==> config.mk <==
export PLATFORM = sky130hd
export DESIGN_NAME = grid_display_tx
export DESIGN_NICKNAME = d
export VERILOG_FILES = /design/src/rtl/grid_display_tx.sv
export SDC_FILE = /design/constraint.sdc
export NUM_CORES = 1
export LEC_CHECK = 0
export CAP_MARGIN = 20
export CORE_ASPECT_RATIO = 1.4
export CORE_MARGIN = 2
export CORE_UTILIZATION = 35
export CTS_BUF_LIST = sky130_fd_sc_hd__clkbuf_4
export DETAILED_ROUTE_END_ITERATION = 6
export PLACE_DENSITY = 0.53
export SLEW_MARGIN = 20
export SYNTH_ARGS = -nofsm -noshare
export SYNTH_HDL_FRONTEND = slang
export SYNTH_SLANG_ARGS = --single-unit
==> constraint.sdc <==
create_clock -name clk -period 2.9 [get_ports clk]
set_input_delay 0.87 -clock clk [delete_from_list [all_inputs] [get_ports clk]]
set_output_delay 0.87 -clock clk [all_outputs]
set_load 0.005 [all_outputs]
==> src/rtl/grid_display_tx.sv <==
// grid_display_tx: periodic snapshot of the tetris grid streamed to the display board over write-only SPI mode 0
module grid_display_tx #(
  parameter int CLK_DIV      = 4,
  parameter int FRAME_CYCLES = 833_333
) (
  input  logic         clk,
  input  logic         reset_n,
  input  logic [199:0] grid_state,
  input  logic         row_cleared,
  input  logic         game_over,
  output logic         spi_sclk,
  output logic         spi_mosi,
  output logic         spi_cs_n,
  output logic         busy,
  output logic         frame_done
);
  localparam int DW = $clog2(CLK_DIV) + 1;
  localparam int TW = $clog2(FRAME_CYCLES + 1);
  localparam logic [DW-1:0] DIV_END = DW'(CLK_DIV - 1);
  localparam logic [TW-1:0] TMR_END = TW'(FRAME_CYCLES - 1);
  typedef enum logic [2:0] {IDLE, LOAD, SETUP, SHIFT, HOLD, DONE} state_t;
  state_t          state_q, state_d;
  logic [TW-1:0]   tmr_q, tmr_d;
  logic [DW-1:0]   div_q, div_d;
  logic [8:0]      bit_q, bit_d;
  logic [335:0]    sr_q, sr_d, frame;
  logic            pend_q, pend_d, sticky_q, sticky_d, phase_q, phase_d;
  logic            req, div_end;
  assign req     = tmr_q == TMR_END;
  assign div_end = div_q == DIV_END;
  always_comb begin
    frame = '0;
    frame[335:320] = {8'hA5, 6'b0, game_over, sticky_q | row_cleared};
    for (int k = 0; k < 20; k++) frame[319-16*k -: 16] = {1'b0, 5'(k), grid_state[k*10 +: 10]};
  end
  always_comb begin
    state_d  = state_q;
    tmr_d    = req ? '0 : tmr_q + 1'b1;
    pend_d   = (state_q == IDLE) ? 1'b0 : pend_q | req;
    sticky_d = (state_q == LOAD) ? 1'b0 : sticky_q | row_cleared;
    div_d    = div_end ? '0 : div_q + 1'b1;
    phase_d  = phase_q;
    bit_d    = bit_q;
    sr_d     = sr_q;
    case (state_q)
      IDLE:  if (req || pend_q) state_d = LOAD;
      LOAD: begin
        sr_d    = frame;
        div_d   = '0;
        state_d = SETUP;
      end
      SETUP: if (div_end) begin
        state_d = SHIFT;
        phase_d = 1'b0;
        bit_d   = 9'd335;
      end
      // data advances only when a high phase ends, i.e. as sclk falls
      SHIFT: if (div_end) begin
        phase_d = !phase_q;
        if (phase_q && bit_q == 9'd0) state_d = HOLD;
        else if (phase_q) begin
          bit_d = bit_q - 1'b1;
          sr_d  = {sr_q[334:0], 1'b0};
        end
      end
      HOLD:  if (div_end) state_d = DONE;
      DONE:  state_d = IDLE;
      default: state_d = IDLE;
    endcase
  end
  always_ff @(posedge clk) begin
    if (!reset_n) begin
      state_q  <= IDLE;
      tmr_q    <= '0;
      div_q    <= '0;
      bit_q    <= '0;
      sr_q     <= '0;
      pend_q   <= 1'b0;
      sticky_q <= 1'b0;
      phase_q  <= 1'b0;
    end else begin
      state_q  <= state_d;
      tmr_q    <= tmr_d;
      div_q    <= div_d;
      bit_q    <= bit_d;
      sr_q     <= sr_d;
      pend_q   <= pend_d;
      sticky_q <= sticky_d;
      phase_q  <= phase_d;
    end
  end
  assign spi_sclk   = state_q == SHIFT && phase_q;
  assign spi_mosi   = (state_q == SETUP || state_q == SHIFT) && sr_q[335];
  assign spi_cs_n   = !(state_q inside {SETUP, SHIFT, HOLD});
  assign busy       = state_q inside {LOAD, SETUP, SHIFT, HOLD};
  assign frame_done = state_q == DONE;
endmodule

==> flow_summary.ini <==
[place]
gp_congestion = 0.754
dp_hpwl_um = 24600
io_buffer_count = 208
post_dp_cell_area_um2 = 19000

[layout]
area_growth_pct = 23.3
fin_nets = 2045
nFillCells = 4557
fin_area_um2 = 20200
drive_above_1_share_pct = 15.2

[floorplan]
die-area_um2 = 48700
fp.coreArea_um2 = 46200
die_height_um = 260
initial_core_util_pct = 35.5
die_x_um = 187
pin_count = 209
num_rows = 93

[global_route]
grt_pass1_wl_um = 71800
antenna_found_initial = 2
grt.total_usage_pct = 17.6
grt_max_degree = 133
overflow = 0
grt_pass1_vias = 14100

[yosys]
synth-seq-area-share_pct = 45.6
synth_edf_count = 0
ys_types = 53
yosys.area.top_type = dfxtp_1
synthTopCellsByCount = 374 x dfxtp_1, 260 x nand4_1, 233 x mux2i_1
async_flop_share_pct = 0
netlist_top_cells_area = dfxtp_1 46%, mux2i_1 14%, nand4_1 9.9%, o31ai_1 9.5%, o221a_2 3.0%
synth.most_common_cell = dfxtp_1
synth.top_cell.area_share_pct = 45.6
synthCells = 1686
syn_area_per_cell_um2 = 9.74
ys_warn_count = 0
ys.flop_type = dfxtp_1
synth_area_um2 = 16400
ys_ff_latch = 374
syn_nets = 1895

[sta]
fin_crit_sh_pct = 95.0
fmaxAchievable_mhz = 363
worstMarginPinSlew_ns = 0.766
setup-violations-final = 0
relSlewSlack_pct = 48.9
hold_viol_final = 0
rsz0062_at_grt = no
setup_tns_ns = 0
period_needed_ns = 2.76
fin_worst_skew_ns = 0.0429
drv_slew = 0

[route]
wl_um = 44100
drt-initial-drc-count = 934
avgRoutedWirePerCell_um = 17.5
dr.pass1.iters = 6
viasPerCell = 5.62
ant_nets = 0
drc = 0
vias = 14100

[worst_setup_path]
critPathMaxFanout = 8
slowest_delay_ns = 0.34
crit_path_end_kind = output pin
cp.arrival_ns = 1.89
cp_num_buf_inv = 2
cp-start-kind = flop
r2r_slack_ns = 0.22
critPathSlowestCell = dfxtp_2
crit_chain = buf_6, and3b_2, and2_1, dlygate4sd2_1
cp.required_ns = 2.03
critical_path_class = reg -> out
cpLargestDelayFamily = buffers and inverters

[clock_network]
cts_tree = yes
post_cts_buffers = 0
clk_pin_slew_ns = 0.06
worst_skew_pair.late_latency_ns = 0.77
cts.htree.levels = 3
cts_buffers = 96
cts_root_buffer = clkbuf_4
clockBufferDepth = 3
clkSinkCount = 374

[power_and_ir_drop]
ir_drop_mv = 0.284
powerDensity_nw_per_um2 = 503
leakage_nw = 8.20
total_power_mw = 10.2

[run_status]
status = finished, final reports clean

[job]
cap_viol_max_count = 0

[worst_hold_path]
min_path_type = reg -> reg
==> stage by stage <==
| stage | hold WS (ns) | setup slack, ns | util [%] | instances |
|---|---|---|---|---|
| 3_3_place_gp | 0.419 | 0.380 | 41.2 | 2355 |
| 4_1_cts | 0.440 | -0.00458 | 43.8 | 2510 |
| 2_1_floorplan | 0.408 | 0.411 | - | 1686 |
| 6_report | 0.432 | 0.145 | 43.8 | 2511 |
| 5_1_grt | 0.457 | 0.0229 | 43.8 | 2511 |
| 3_5_place_dp | 0.432 | 0.313 | 41.2 | 2355 |
==> sequential cells by signal, indices dropped and copies added (netlist names) <==
signal and count:
state_q 3, pend_q 1, bit_q 9, sticky_q 1, div_q 3, phase_q 1, sr_q 336, tmr_q 20
==> final cells by class <==
class	instances	area (um^2)	area share, %
inverter	9	41.3	0.204
clock buffer	146	1100	5.41
tap	617	772	3.81
antenna	1	2.50	0.0124
timing repair buffer	266	2750	13.6
sequential	374	7500	37.0
clock inverter	9	61.3	0.303
multi-input combinational	1089	8030	39.6
==> timing repair <==
action	in CTS	in global routing
gates resized for setup	15	3
hold endpoints to repair	0	0
pin swaps	0	0
endpoints found under the setup margin	5	2
hold buffers	0	0
==> power by group <==
group	switching, mW	internal (mW)
combinational	0.259	0.330
clock	2.10	2.34
sequential	0.00585	5.14
total	2.36	7.82
==> kinds of logic after synthesis <==
group	after synthesis	synth area share, %
simple gates	488	16.7
flops	374	45.6
compound gates	339	15.8
mux	244	15.0
buf+inv	223	5.91
xor+xnor	13	0.693
fa+ha+maj	5	0.381
==> layer usage <==
metal / GRT usage [%] / wire (um)
met1: 21.6 / 19500
met4: 6.86 / 827
met2: 30.3 / 21600
met5: 0 / 12
met3: 3.60 / 2160
==> layout by cell type (no fill, tap or decap), drive strengths merged, types with 4 or more instances in the layout <==
| master | netlist | final |
|---|---|---|
| xor2 | 10 | 10 |
| nand3 | 83 | 83 |
| nor3 | 11 | 11 |
| buf | 84 | 59 |
| nand4 | 260 | 260 |
| dlygate4sd2 | 0 | 4 |
| nor2 | 23 | 23 |
| o21ai | 11 | 11 |
| nand2 | 71 | 71 |
| mux2i | 233 | 233 |
| a21oi | 52 | 52 |
| or3 | 5 | 5 |
| inv | 8 | 11 |
| and2 | 6 | 6 |
| clkdlybuf4s50 | 0 | 202 |
| o221a | 44 | 44 |
| dfxtp | 374 | 374 |
| and4 | 4 | 4 |
| clkbuf | 130 | 146 |
| or4 | 4 | 4 |
| ha | 5 | 5 |
| clkinv | 1 | 6 |
| o31ai | 208 | 208 |
| mux2 | 11 | 11 |
==> path summary, 6_finish.rpt <==
| path | start | end | depth (start not counted) |
|---|---|---|---|
| setup / recovery | state_q[2]$_SDFFE_PN0P_ | spi_sclk | 4 |
| hold / removal | div_q[0]$_SDFF_PP0_ | div_q[0]$_SDFF_PP0_ | 1 |
| setup reg to reg | bit_q[0]$_SDFFE_PN0P_ | sr_q[122]$_SDFFE_PN0P_ | 7 |
| hold reg to reg | div_q[0]$_SDFF_PP0_ | div_q[0]$_SDFF_PP0_ | 1 |
No activity file was read; power rests on OpenSTA's default activity.
